`config.mk`:
```
export PLATFORM = sky130hd
export DESIGN_NAME = l1_tlb
export DESIGN_NICKNAME = d
export VERILOG_FILES = /design/src/rtl/tlb_pkg.sv /design/src/rtl/tlb_victim_sel.sv /design/src/rtl/l1_tlb.sv
export SDC_FILE = /design/constraint.sdc
export NUM_CORES = 1
export LEC_CHECK = 0
export BUFFER_PORTS_ARGS = -buffer_cell sky130_fd_sc_hd__buf_2
export CAP_MARGIN = 40
export CORE_UTILIZATION = 60
export DETAILED_ROUTE_END_ITERATION = 7
export GPL_ROUTABILITY_DRIVEN = 0
export PLACE_DENSITY = 0.81
export SKIP_CTS_REPAIR_TIMING = 1
export SYNTH_ARGS = -nofsm -noshare
export SYNTH_HDL_FRONTEND = slang
export SYNTH_SLANG_ARGS = --single-unit
```
`constraint.sdc`:
```
create_clock -name clk -period 7.28 [get_ports clk]
set_input_delay 1.82 -clock clk [delete_from_list [all_inputs] [get_ports clk]]
set_output_delay 1.82 -clock clk [all_outputs]
set_load 0.01 [all_outputs]
```
`src/rtl/tlb_pkg.sv`:
```
// Shared encodings for the L1 TLB: FSM states, access codes, PTE flag bit positions.
package tlb_pkg;

    typedef enum logic [1:0] {
        ST_IDLE   = 2'd0,
        ST_LOOKUP = 2'd1,
        ST_WALK   = 2'd2
    } tlb_state_e;

    localparam logic [1:0] ACC_LOAD  = 2'b00;
    localparam logic [1:0] ACC_STORE = 2'b01;
    localparam logic [1:0] ACC_FETCH = 2'b10;
    localparam logic [1:0] ACC_RSVD  = 2'b11;

    localparam int FLAG_R = 0;
    localparam int FLAG_W = 1;
    localparam int FLAG_X = 2;
    localparam int FLAG_U = 3;

    // Reserved access code never grants permission.
    function automatic logic perm_ok(input logic [3:0] flags, input logic [1:0] access,
                                     input logic user);
        logic need;
        case (access)
            ACC_LOAD:  need = flags[FLAG_R];
            ACC_STORE: need = flags[FLAG_W];
            ACC_FETCH: need = flags[FLAG_X];
            default:   need = 1'b0;
        endcase
        return need && (flags[FLAG_U] == user);
    endfunction

endpackage

```
`src/rtl/tlb_victim_sel.sv`:
```
// Replacement choice: lowest-index invalid entry, otherwise a round-robin pointer
// that advances only when it is actually used for an allocation.
module tlb_victim_sel #(
    parameter int ENTRIES = 8,
    parameter int IDX_W   = $clog2(ENTRIES)
) (
    input  logic               clk,
    input  logic               rst,
    input  logic [ENTRIES-1:0] valid_vec,
    input  logic               alloc,
    output logic [IDX_W-1:0]   victim_idx
);

    logic [IDX_W-1:0] rr_ptr;
    logic [IDX_W-1:0] free_idx;
    logic             free_found;

    always_comb begin
        free_idx   = '0;
        free_found = 1'b0;
        for (int i = ENTRIES - 1; i >= 0; i--) begin
            if (!valid_vec[i]) begin
                free_idx   = IDX_W'(i);
                free_found = 1'b1;
            end
        end
    end

    assign victim_idx = free_found ? free_idx : rr_ptr;

    // ENTRIES is a power of two, so the pointer wraps naturally.
    always_ff @(posedge clk or posedge rst) begin
        if (rst) begin
            rr_ptr <= '0;
        end else if (alloc && !free_found) begin
            rr_ptr <= rr_ptr + IDX_W'(1);
        end
    end

endmodule

```
`src/rtl/l1_tlb.sv`:
```
// Fully-associative L1 TLB: registered response 2 cycles after accept on a hit,
// one cycle after walker completion on a miss; one request in flight, flush wins over request.
module l1_tlb
    import tlb_pkg::*;
#(
    parameter int ENTRIES    = 8,
    parameter int VPN_WIDTH  = 20,
    parameter int PPN_WIDTH  = 20,
    parameter int ASID_WIDTH = 8
) (
    input  logic                  clk,
    input  logic                  rst,
    input  logic                  req_valid,
    output logic                  req_ready,
    input  logic [VPN_WIDTH-1:0]  req_vpn,
    input  logic [ASID_WIDTH-1:0] req_asid,
    input  logic [1:0]            req_access,
    input  logic                  req_user,
    output logic                  resp_valid,
    output logic [PPN_WIDTH-1:0]  resp_ppn,
    output logic                  resp_fault,
    output logic                  resp_hit,
    output logic                  ptw_request,
    output logic [VPN_WIDTH-1:0]  ptw_vpn,
    output logic [ASID_WIDTH-1:0] ptw_asid,
    input  logic                  ptw_done,
    input  logic                  ptw_fault,
    input  logic [PPN_WIDTH-1:0]  ptw_result_ppn,
    input  logic [3:0]            ptw_result_flags,
    input  logic                  ptw_result_global,
    input  logic                  flush_valid,
    output logic                  flush_ready,
    input  logic                  flush_asid_en,
    input  logic [ASID_WIDTH-1:0] flush_asid,
    output logic [1:0]            tlb_state
);

    localparam int IDX_W = $clog2(ENTRIES);

    tlb_state_e state, state_nxt;

    logic [VPN_WIDTH-1:0]  q_vpn;
    logic [ASID_WIDTH-1:0] q_asid;
    logic [1:0]            q_access;
    logic                  q_user;

    logic [ENTRIES-1:0]    ent_vld;
    logic [ENTRIES-1:0]    ent_g;
    logic [VPN_WIDTH-1:0]  ent_vpn   [ENTRIES];
    logic [ASID_WIDTH-1:0] ent_asid  [ENTRIES];
    logic [PPN_WIDTH-1:0]  ent_ppn   [ENTRIES];
    logic [3:0]            ent_flags [ENTRIES];

    logic             hit;
    logic [IDX_W-1:0] hit_idx;
    logic [IDX_W-1:0] victim_idx;
    logic             fill;
    logic             flush_acc;
    logic             req_acc;

    assign req_ready   = (state == ST_IDLE) && !flush_valid;
    assign flush_ready = (state == ST_IDLE);
    assign ptw_request = (state == ST_WALK);
    assign ptw_vpn     = q_vpn;
    assign ptw_asid    = q_asid;
    assign tlb_state   = state;
    assign req_acc     = req_valid && req_ready;
    assign flush_acc   = flush_valid && flush_ready;
    // A simultaneous done+fault is a fault, so nothing is written.
    assign fill        = (state == ST_WALK) && ptw_done && !ptw_fault;

    // Descending scan so the lowest matching index is the one left standing.
    always_comb begin
        hit     = 1'b0;
        hit_idx = '0;
        for (int i = ENTRIES - 1; i >= 0; i--) begin
            if (ent_vld[i] && ent_vpn[i] == q_vpn && (ent_g[i] || ent_asid[i] == q_asid)) begin
                hit     = 1'b1;
                hit_idx = IDX_W'(i);
            end
        end
    end

    always_comb begin
        state_nxt = ST_IDLE;
        case (state)
            ST_IDLE:   state_nxt = req_acc ? ST_LOOKUP : ST_IDLE;
            ST_LOOKUP: state_nxt = hit ? ST_IDLE : ST_WALK;
            ST_WALK:   state_nxt = (ptw_done || ptw_fault) ? ST_IDLE : ST_WALK;
            default:   state_nxt = ST_IDLE;
        endcase
    end

    always_ff @(posedge clk or posedge rst) begin
        if (rst) begin
            state <= ST_IDLE;
        end else begin
            state <= state_nxt;
        end
    end

    always_ff @(posedge clk) begin
        if (req_acc) begin
            q_vpn    <= req_vpn;
            q_asid   <= req_asid;
            q_access <= req_access;
            q_user   <= req_user;
        end
    end

    tlb_victim_sel #(.ENTRIES(ENTRIES), .IDX_W(IDX_W)) u_victim (
        .clk        (clk),
        .rst        (rst),
        .valid_vec  (ent_vld),
        .alloc      (fill),
        .victim_idx (victim_idx)
    );

    // Flush is only accepted in IDLE and fills only happen in WALK, so they never collide.
    always_ff @(posedge clk or posedge rst) begin
        if (rst) begin
            ent_vld <= '0;
        end else if (flush_acc) begin
            for (int i = 0; i < ENTRIES; i++) begin
                if (!flush_asid_en || (!ent_g[i] && ent_asid[i] == flush_asid)) begin
                    ent_vld[i] <= 1'b0;
                end
            end
        end else if (fill) begin
            ent_vld[victim_idx] <= 1'b1;
        end
    end

    always_ff @(posedge clk) begin
        if (fill) begin
            ent_vpn[victim_idx]   <= q_vpn;
            ent_asid[victim_idx]  <= q_asid;
            ent_ppn[victim_idx]   <= ptw_result_ppn;
            ent_flags[victim_idx] <= ptw_result_flags;
            ent_g[victim_idx]     <= ptw_result_global;
        end
    end

    always_ff @(posedge clk or posedge rst) begin
        if (rst) begin
            resp_valid <= 1'b0;
            resp_hit   <= 1'b0;
            resp_fault <= 1'b0;
            resp_ppn   <= '0;
        end else begin
            resp_valid <= 1'b0;
            resp_hit   <= 1'b0;
            resp_fault <= 1'b0;
            resp_ppn   <= '0;
            if (state == ST_LOOKUP && hit) begin
                resp_valid <= 1'b1;
                resp_hit   <= 1'b1;
                if (perm_ok(ent_flags[hit_idx], q_access, q_user)) begin
                    resp_ppn <= ent_ppn[hit_idx];
                end else begin
                    resp_fault <= 1'b1;
                end
            end else if (state == ST_WALK && ptw_fault) begin
                resp_valid <= 1'b1;
                resp_fault <= 1'b1;
            end else if (fill) begin
                resp_valid <= 1'b1;
                if (perm_ok(ptw_result_flags, q_access, q_user)) begin
                    resp_ppn <= ptw_result_ppn;
                end else begin
                    resp_fault <= 1'b1;
                end
            end
        end
    end

endmodule

```
==> results of run 1 <==
[power by group through the flow]
stage / logic (mW) / registers (mW) / clock network [mW]
CTS: 0.215 / 3.15 / 2.60
global route: 0.231 / 3.16 / 2.70
global placement: 0.206 / 3.21 / 0
finish: 0.217 / 3.15 / 2.57
detailed placement: 0.213 / 3.21 / 0
floorplan: 0.139 / 3.18 / 0
[cell type report]
| class | count | area (um^2) |
|---|---|---|
| well taps | 455 | 569 |
| flip-flops and latches | 491 | 14600 |
| clock buffers | 74 | 1440 |
| clock inverters | 17 | 215 |
| fillers | 2217 | 10800 |
| inverters | 3 | 11.3 |
| multi-input cells | 834 | 6210 |
| repair buffers | 150 | 856 |
[metrics by stage]
stage	total power, mW	setup WS, ps	instance area (um^2)	hold WS (ps)	utilization (%)
floorplan	3.32	634	21100	445	-
global placement	3.42	2220	22100	469	64.0
detailed placement	3.42	2070	22200	470	64.2
CTS	5.97	2020	23900	480	68.9
global route	6.09	1640	23900	516	68.9
finish	5.94	1890	23900	481	68.9
[placed cells by master (no fill, tap or decap), types with 3 or more instances in the layout]
cell,instances
nor2b_1,3
nor4b_1,3
o41ai_1,10
clkbuf_1,15
clkbuf_8,8
a32oi_1,20
nor3b_1,4
nor2_4,4
nand2_1,120
edfxtp_1,455
o31ai_1,10
nor3_1,13
nand3_1,18
nand2b_1,4
buf_4,21
nor3_2,4
or4_1,14
nand4_1,35
inv_1,3
xor2_1,193
o41ai_2,10
nor4_1,65
o21ai_0,4
and2_1,6
nor2_1,24
xnor2_1,99
nand4b_1,11
nand3b_1,3
a22oi_1,22
and3_1,4
clkinv_2,9
bufinv_16,5
buf_2,126
o211ai_1,5
a21oi_1,22
mux2i_1,66
clkbuf_16,51
dfrtp_1,36
[final timing paths]
| path | slack (ps) | end |
|---|---|---|
| setup / recovery | 1890 | resp_ppn[14] |
| hold / removal | 480 | u_victim.rr_ptr[2] |
| setup reg to reg | 1890 | resp_ppn[14] |
| hold reg to reg | 480 | u_victim.rr_ptr[2] |
| max in group asynchronous | 5530 | ent_vld[4] |
| min in group asynchronous | 1390 | resp_ppn[7] |
[metal layers]
metal  part of all wire, %  up-vias  track usage (%)
met4                   4.4        0             13.2
li1                      -     5570                -
met5                     0        -                0
met3                   9.3      148             4.87
met1                    38     6250             38.0
met2                    48      754             46.0
[worst reg2reg max path: cells and delay by family, from the launching register on]
family / cells / cell delay [ps]
compound gates: 4 / 1350
buf+inv: 1 / 630
simple gates: 4 / 1640
xor+xnor: 1 / 490
mux: 2 / 420
flops: 1 / 700
[cell families after synthesis]
group | Yosys count | synth area share (%)
compound gates | 128 | 5.00
xor+xnor | 292 | 12.1
flops | 491 | 68.9
mux | 68 | 3.28
fa+ha+maj | 1 | 0.0592
simple gates | 345 | 8.66
buf+inv | 73 | 2.00
[cells in the mapped netlist, drive strengths merged, types with 11 or more instances]
library cell	number
a21oi	22
a22oi	22
a32oi	21
buf	49
clkbuf	21
dfrtp	36
edfxtp	455
mux2i	67
nand2	121
nand3	18
nand4	35
nand4b	11
nor2	28
nor3	17
nor4	66
o41ai	20
or4	15
xnor2	99
xor2	193
[sequential cells by signal (all words and copies together) (netlist names)]
name,count
ptw_asid,8
resp_valid,1
ent_g,8
q_access,2
resp_hit,1
ptw_vpn,20
ent_asid,64
u_victim.rr_ptr,3
resp_fault,1
ent_vld,8
ent_vpn,160
ent_flags,32
tlb_state,2
resp_ppn,20
ent_ppn,160
q_user,1
==> results.md, run 1 <==
- Status: finished, final reports clean
- First-pass GRT wire length: between 70000 and 80000 um
- Top delay family on crit path: simple AND/OR/NAND/NOR gates
- Final setup fails: 0
- Comb power frac: 3.7%
- Final nets: about 1600
- Fmax: 186 MHz
- CP Buf/Inv Count: 1
- Max-cap viol count: 0
- Synth unique cells: 65
- H-tree level count: 2
- Peak VDD IR: between 0.15 and 0.2 mV
- # DRC: 0
- NetSw: approximately 1.2 mW
- Worst-margin pin slew: roughly 840 ps
- CP Max Fanout: just under 50
- Critical path class: flip-flop to flip-flop
- Cells along the critical path: xnor2_1, nor4b_1, nand4_1, or4_1, o21ai_1, a32o_4, buf_4, mux2i_1, mux2i_1, o211ai_1, and3_4, o31ai_1
- # IOs: roughly 130
- Yosys top cell area share: 64.6%
- Arr. time, crit path: about 5800 ps
- Syn Area/Cell: ~15 um^2
- Non-Filler Instances: between 2000 and 2500
- Clk network pwr share: between 40 and 50%
- Initial drt markers: between 1500 and 2000
- Pins Over Slew Limit: 0
- CP most frequent cell: mux2i_1
- Critical Path Max Stage Delay: a little under 800 ps
- Slowest cell on crit path: a32o_4
- Hpwl dp: about 32000 um
- Hold Startpoint: u_victim.rr_ptr[2]
- Cells after Synth: 1398
- Clk_skew: between 15 and 20 ps
- Internal power: about 4.7 mW
- Starting Density: about three fifths
- Pre-Repair DR Iteration Count: 6
- Final hold vios: 0
- Number of CTS-inserted buffers: 49
- Vias: between 10000 and 15000
- Ys async rst share: 7.33%
- Min cycle time layout: between 5000 and 6000 ps
- Gr usage total: between 20% and 30%
- Grt ovf: 0
- CTS tree: done
- Cells after DPL: 1933
- Critical Path RT: 7710 ps
- Critical Path Sink Type: flip-flop
- Largest cells by area after synthesis: edfxtp_1, xor2_1, dfrtp_1
- Root buf cell: clkbuf_16
- ANT nets after route: 0
- Die Y: ~190 um
- Die X: about 190 um
- Cell taking the most area after synthesis: edfxtp_1
- Post-Syn Nets: roughly 1500
- # diodes: 0
- Max_slew headroom: about 44%
- Routed length per instance: approximately 25 um
- Mapped cell area: ~21000 um^2
- Switching portion of total power: roughly 20%
- Total negative slack: 0 ps
- Critical Path Start Type: flip-flop
- Final Cycle Share: 74.0%
- Buffers added on ports: roughly 130
- Most used DFF post-synth: edfxtp_1
- EDFF count, synth: 455
- Final wirelength: between 50000 and 60000 um
- Core area: 34600 um^2
- Worst-case reg-to-reg path depth: 12
- Initial antenna violation count: 0
- Layout cells sized above 1: 16.4%
- Pin count of the biggest net entering global routing: 50
- P&R area growth vs syn: 12.9%
- Hold Crit Class: flip-flop to flip-flop
- Sequential fraction of design power: 53.1%
- Vias in the first global route: between 10000 and 15000
- # rows: just under 70
- Sequential element share of the synthesized area: between 60% and 70%
- Synth Register Bits: ~490
- Clk_lat worst skew: about 570 ps
- Via density: 6.29
- Reg-to-Reg Start: ptw_vpn[6]
- RSZ-0062 raised after global routing: false
- Synth warn: 0
- Clock-pin transition on the worst setup and hold timing paths: about 60 ps
- CP startpoint: ptw_vpn[6]
- CTS Sinks: ~490
- Power Dens Cells: around 250 nW/um^2
- Hold Path Cell Cnt: 1
- P_leak: between 8 and 9 nW
- Max Root-Sink Buffers: 3
- Die area: approximately 36000 um^2
- Number of stages on the worst setup path: 12
No activity file was read; power rests on OpenSTA's default activity.
==> inputs of run 2 (changes only) <==
- clock period: 7.28 -> 5.05 ns (I/O delays scaled with it)
==> results.md, run 2 (synthesis gave the netlist of run 1 again) <==
- Status: finished, final reports clean
- Cells after DPL: about 2000
- Starting Density: 61.0%
- Pre-Repair DR Iteration Count: 6
- # DRC: 0
- Routed length per instance: approximately 25 um
- Most frequent cells in the layout: edfxtp_1, xor2_1, buf_2
- Arr. time, crit path: slightly above 5000 ps
- # diodes: 0
- Largest regs: ent_ppn: 160 flops, ent_vpn: 160 flops, ent_asid: 64 flops
- Critical Path Start Type: flip-flop
- Vias in the first global route: roughly 13000
- Gr usage total: 28.6%
- Root buf cell: clkbuf_16
- Hold Startpoint: ptw_vpn[19]
- Min cycle time layout: between 4000 and 5000 ps
- Final setup fails: 0
- Critical Path Max Stage Delay: around 790 ps
- Final core occ: slightly below 70%
- Post-DP Area: 22400 um^2
- H-tree level count: 2
- # IOs: between 100 and 150
- CTS tree: done
- Die Y: 190 um
- CP Max Fanout: 38
- Hold endpoint: ent_vpn[1][19]
- Max_slew headroom: about two fifths
- Layout cells sized above 1: approximately 17%
- Hpwl dp: about 33000 um
- Clk_lat worst skew: roughly 600 ps
- RSZ-0062 raised after global routing: false
- Worst-margin pin slew: between 800 and 900 ps
- Critical Path Sink Type: flip-flop
- Critical path class: flip-flop to flip-flop
- First-pass GRT wire length: between 70000 and 80000 um
- Total negative slack: 0 ps
- Initial drt markers: 1288
- Max-cap viol count: 0
- Hold_ws: between 500 and 600 ps
- CP Buf/Inv Count: 1
- ANT nets after route: 0
- Worst R2R End: resp_ppn[6]
- Critical Path RT: 5520 ps
- Slowest cell on crit path: edfxtp_1
- Fmax: 217 MHz
- Final instance area: 24100 um^2
- Grt ovf: 0
- Hold Crit Class: flip-flop to flip-flop
- Core area: approximately 35000 um^2
- Non-Filler Instances: 2047
- Most common cell after layout, fill and taps aside: edfxtp_1
- Die area: ~36000 um^2
- Final hold vios: 0
- Hold Path Cell Cnt: 0
- Peak VDD IR: between 0.2 and 0.3 mV
- Via density: about 6.3
- Pin count of the biggest net entering global routing: 43
- Initial antenna violation count: 0
- Clock-pin transition on the worst setup and hold timing paths: 60 ps
- CTS Sinks: roughly 490
- Die X: 190 um
- Final Cycle Share: ~91%
- Vias: ~13000
- Final wirelength: ~50000 um
- P_leak: ~8 nW
- Worst-case reg-to-reg path depth: 11
- Number of CTS-inserted buffers: 50
- Power Dens Cells: between 300 and 400 nW/um^2
- # rows: 68
- Cells along the critical path: xor2_1, nor4_1, nand4_1, or4_1, o21ai_2, a32o_4, buf_4, mux2i_1, a22oi_1, nand2_1, o31ai_1
- Clk_skew: roughly 22 ps
- FF-to-FF setup slack: between 400 and 500 ps
- P&R area growth vs syn: 14.0%
- Reg-to-Reg Start: ptw_vpn[1]
- Final nets: approximately 1600
- Max Root-Sink Buffers: 3
- Pins Over Slew Limit: 0
- Buffers added on ports: about 130
- Top delay family on crit path: simple AND/OR/NAND/NOR gates
==> run 2: power by group <==
group,total (mW),internal [mW],switching [mW],leakage [nW]
Combinational,0.345,0.121,0.224,2.78
Sequential,4.52,4.47,0.0519,4.60
Clock,3.79,2.31,1.48,0.828
Total,8.66,6.91,1.75,8.21
==> run 2: worst register-to-register path: stages (launching register included) <==
cell and delay [ps]:
edfxtp_1 790, xor2_1 180, nor4_1 510, nand4_1 260
or4_1 710, o21ai_2 170, a32o_4 590, buf_4 560
mux2i_1 150, a22oi_1 230, nand2_1 100, o31ai_1 240
==> run 2: worst max path at each step <==
stage,to,depth (start not counted),start,slack [ps]
after floorplan,ent_asid[4][0],3,ptw_fault,-1040
after global placement,resp_ppn[19],11,ptw_asid[6],660
after detailed placement,resp_ppn[19],11,ptw_vpn[3],580
after CTS,resp_ppn[6],9,ptw_asid[6],480
after global routing,resp_ppn[11],11,ptw_vpn[3],130
final,resp_ppn[6],11,ptw_vpn[1],430
==> run 2: through the flow <==
stage | worst slack (ps) | total power [mW]
finish | 432 | 8.66
global route | 132 | 8.87
CTS | 480 | 8.70
detailed placement | 584 | 4.95
global placement | 658 | 4.94
floorplan | -1040 | 4.79
==> run 2: layout make-up <==
class / instances / area (um^2)
Sequential cell: 491 / 14600
Inverter: 3 / 11.3
Clock inverter: 19 / 265
Tap cell: 455 / 569
Fill cell: 2263 / 10500
Clock buffer: 74 / 1430
Multi-Input combinational cell: 834 / 6210
Timing Repair Buffer: 171 / 1030
==> run 2: metal layers <==
layer | wire length (um) | vias up | track usage, %
met4 | 1750 | 0 | 13.5
met3 | 4350 | 115 | 5.18
met1 | 19400 | 6371 | 37.0
li1 | - | 5615 | -
met2 | 24800 | 708 | 47.1
met5 | 0 | - | 0
==> inputs of run 3 (changes only) <==
- REMOVE_ABC_BUFFERS: unset -> 1
==> results.md, run 3 (synthesis gave the netlist of run 1 again) <==
- Status: finished, final reports clean
- Final core occ: between 60% and 70%
- Min cycle time layout: approximately 4600 ps
- Number of CTS-inserted buffers: 48
- Cells along the critical path: xor2_1, nor4_1, a21oi_1, or4_4, o21ai_1, a32o_4, nand4b_1, a311oi_1, o31ai_1, and3_4, o41ai_2
- Grt ovf: 0
- Non-Filler Instances: about 2000
- Initial antenna violation count: 4
- Critical path class: flip-flop to flip-flop
- Clk_lat worst skew: 560 ps
- Total negative slack: 0 ps
- Initial drt markers: approximately 1500
- P&R area growth vs syn: 13.6%
- Number of stages on the worst setup path: 11
- Pins Over Slew Limit: 0
- Reg-to-Reg Start: ptw_asid[0]
- Max Root-Sink Buffers: 3
- First-pass GRT wire length: roughly 76000 um
- Final instance area: around 24000 um^2
- # rows: 68
- Final setup fails: 0
- FF-to-FF setup slack: 460 ps
- Routed length per instance: between 20 and 25 um
- CTS Sinks: 491
- CP startpoint: ptw_asid[0]
- Critical Path RT: 5490 ps
- ANT nets after route: 0
- Overall Power: 8.49 mW
- Hold Crit Class: flip-flop to flip-flop
- CP Max Fanout: 22
- Worst setup path endpoint: resp_ppn[17]
- Clk_skew: approximately 14 ps
- Most common cell after layout, fill and taps aside: edfxtp_1
- Fmax: between 200 and 250 MHz
- Die area: 36000 um^2
- Post-DP Area: roughly 22000 um^2
- Top delay family on crit path: compound AO/OA/AOI/OAI gates
- Dpl ws: just over 500 ps
- Final wirelength: 50300 um
- CP Buf/Inv Count: 0
- Starting Density: approximately 61%
- Slowest cell on crit path: edfxtp_1
- Final Cycle Share: 91.0%
- # DRC: 0
- Root buf cell: clkbuf_16
- FF+latch area: 14600 um^2
- Layout cells sized above 1: 17.2%
- Die Y: roughly 190 um
- Final WS setup: 456 ps
- Max_slew headroom: a little under two fifths
- RSZ-0062 raised after global routing: false
- # IOs: ~130
- P_leak: a little over 8 nW
- Peak VDD IR: between 0.2 and 0.3 mV
- Switching portion of total power: ~21%
- Internal power: around 6.7 mW
- Most frequent cells in the layout: edfxtp_1, xor2_1, buf_2
- Filler instances: ~2200
- H-tree level count: 2
- Critical Path Sink Type: flip-flop
- Core area: between 30000 and 40000 um^2
- Die X: 190 um
- Largest regs: ent_ppn: 160 flops, ent_vpn: 160 flops, ent_asid: 64 flops
- Worst-case reg-to-reg path depth: 11
- Hold_ws: just under 500 ps
- Critical Path Start Type: flip-flop
- Arr. time, crit path: ~5000 ps
- Hpwl dp: about 32000 um
- Pin count of the biggest net entering global routing: between 60 and 70
- Clock-pin transition on the worst setup and hold timing paths: roughly 60 ps
- Sequential fraction of design power: a little over half
- Critical Path Max Stage Delay: 950 ps
- Cells after DPL: 1957
- NetSw: about 1.8 mW
- Comb power frac: 4.0%
- Gr usage total: ~28%
- Final nets: between 1500 and 2000
- Via density: between 6 and 7
- Worst R2R End: resp_ppn[17]
- Power Dens Cells: roughly 350 nW/um^2
- Vias in the first global route: 12900
- Clk network pwr share: 42.6%
- Multi-input gate area: 6210 um^2
- Buffers added on ports: ~130
- Vias: roughly 13000
- Worst-margin pin slew: approximately 940 ps
- CTS tree: done
- Final hold vios: 0
- Pre-Repair DR Iteration Count: 6
- Max-cap viol count: 0
==> run 3: cell count changes in the layout (fill, tap and decap cells not counted), moves of 3 or more <==
cell / delta
buf_4: +3
clkbuf_1: -5
clkbuf_8: -4
clkinv_1: +4
clkinvlp_4: +4
diode_2: +3
==> run 3: how the worst min path moves through the flow <==
stage	from	end	slack, ps	cells after the start
floorplan	u_victim.rr_ptr[2]	u_victim.rr_ptr[2]	450	1
global placement	u_victim.rr_ptr[2]	u_victim.rr_ptr[2]	470	1
detailed placement	u_victim.rr_ptr[2]	u_victim.rr_ptr[2]	470	1
CTS	u_victim.rr_ptr[2]	u_victim.rr_ptr[2]	480	1
global route	u_victim.rr_ptr[2]	u_victim.rr_ptr[2]	520	1
finish	u_victim.rr_ptr[2]	u_victim.rr_ptr[2]	490	1
==> run 3: per-layer routing <==
metal	up-vias	wire [um]	GRT usage, %	share of wire, %
met5	-	0	0	0
met4	0	1560	10.8	3.1
met3	123	4540	4.87	9.0
met2	726	24300	45.4	48
met1	6359	19900	39.2	40
li1	5627	-	-	-
==> run 3: cell type report <==
cell class | count | share of cell area, %
multi-input cells | 834 | 25.9
clock inverters | 26 | 1.19
flip-flops and latches | 491 | 60.6
repair buffers | 174 | 4.42
inverters | 3 | 0.0469
well taps | 455 | 2.37
clock buffers | 63 | 5.45
diodes | 3 | 0.0313
==> run 3: power groups by stage <==
stage,sequential (mW),combinational [mW],clock (mW)
after floorplan,4.62,0.148,0
after global placement,4.61,0.321,0
after detailed placement,4.61,0.335,0
after CTS,4.53,0.338,3.64
after global routing,4.53,0.366,3.80
final,4.53,0.341,3.62
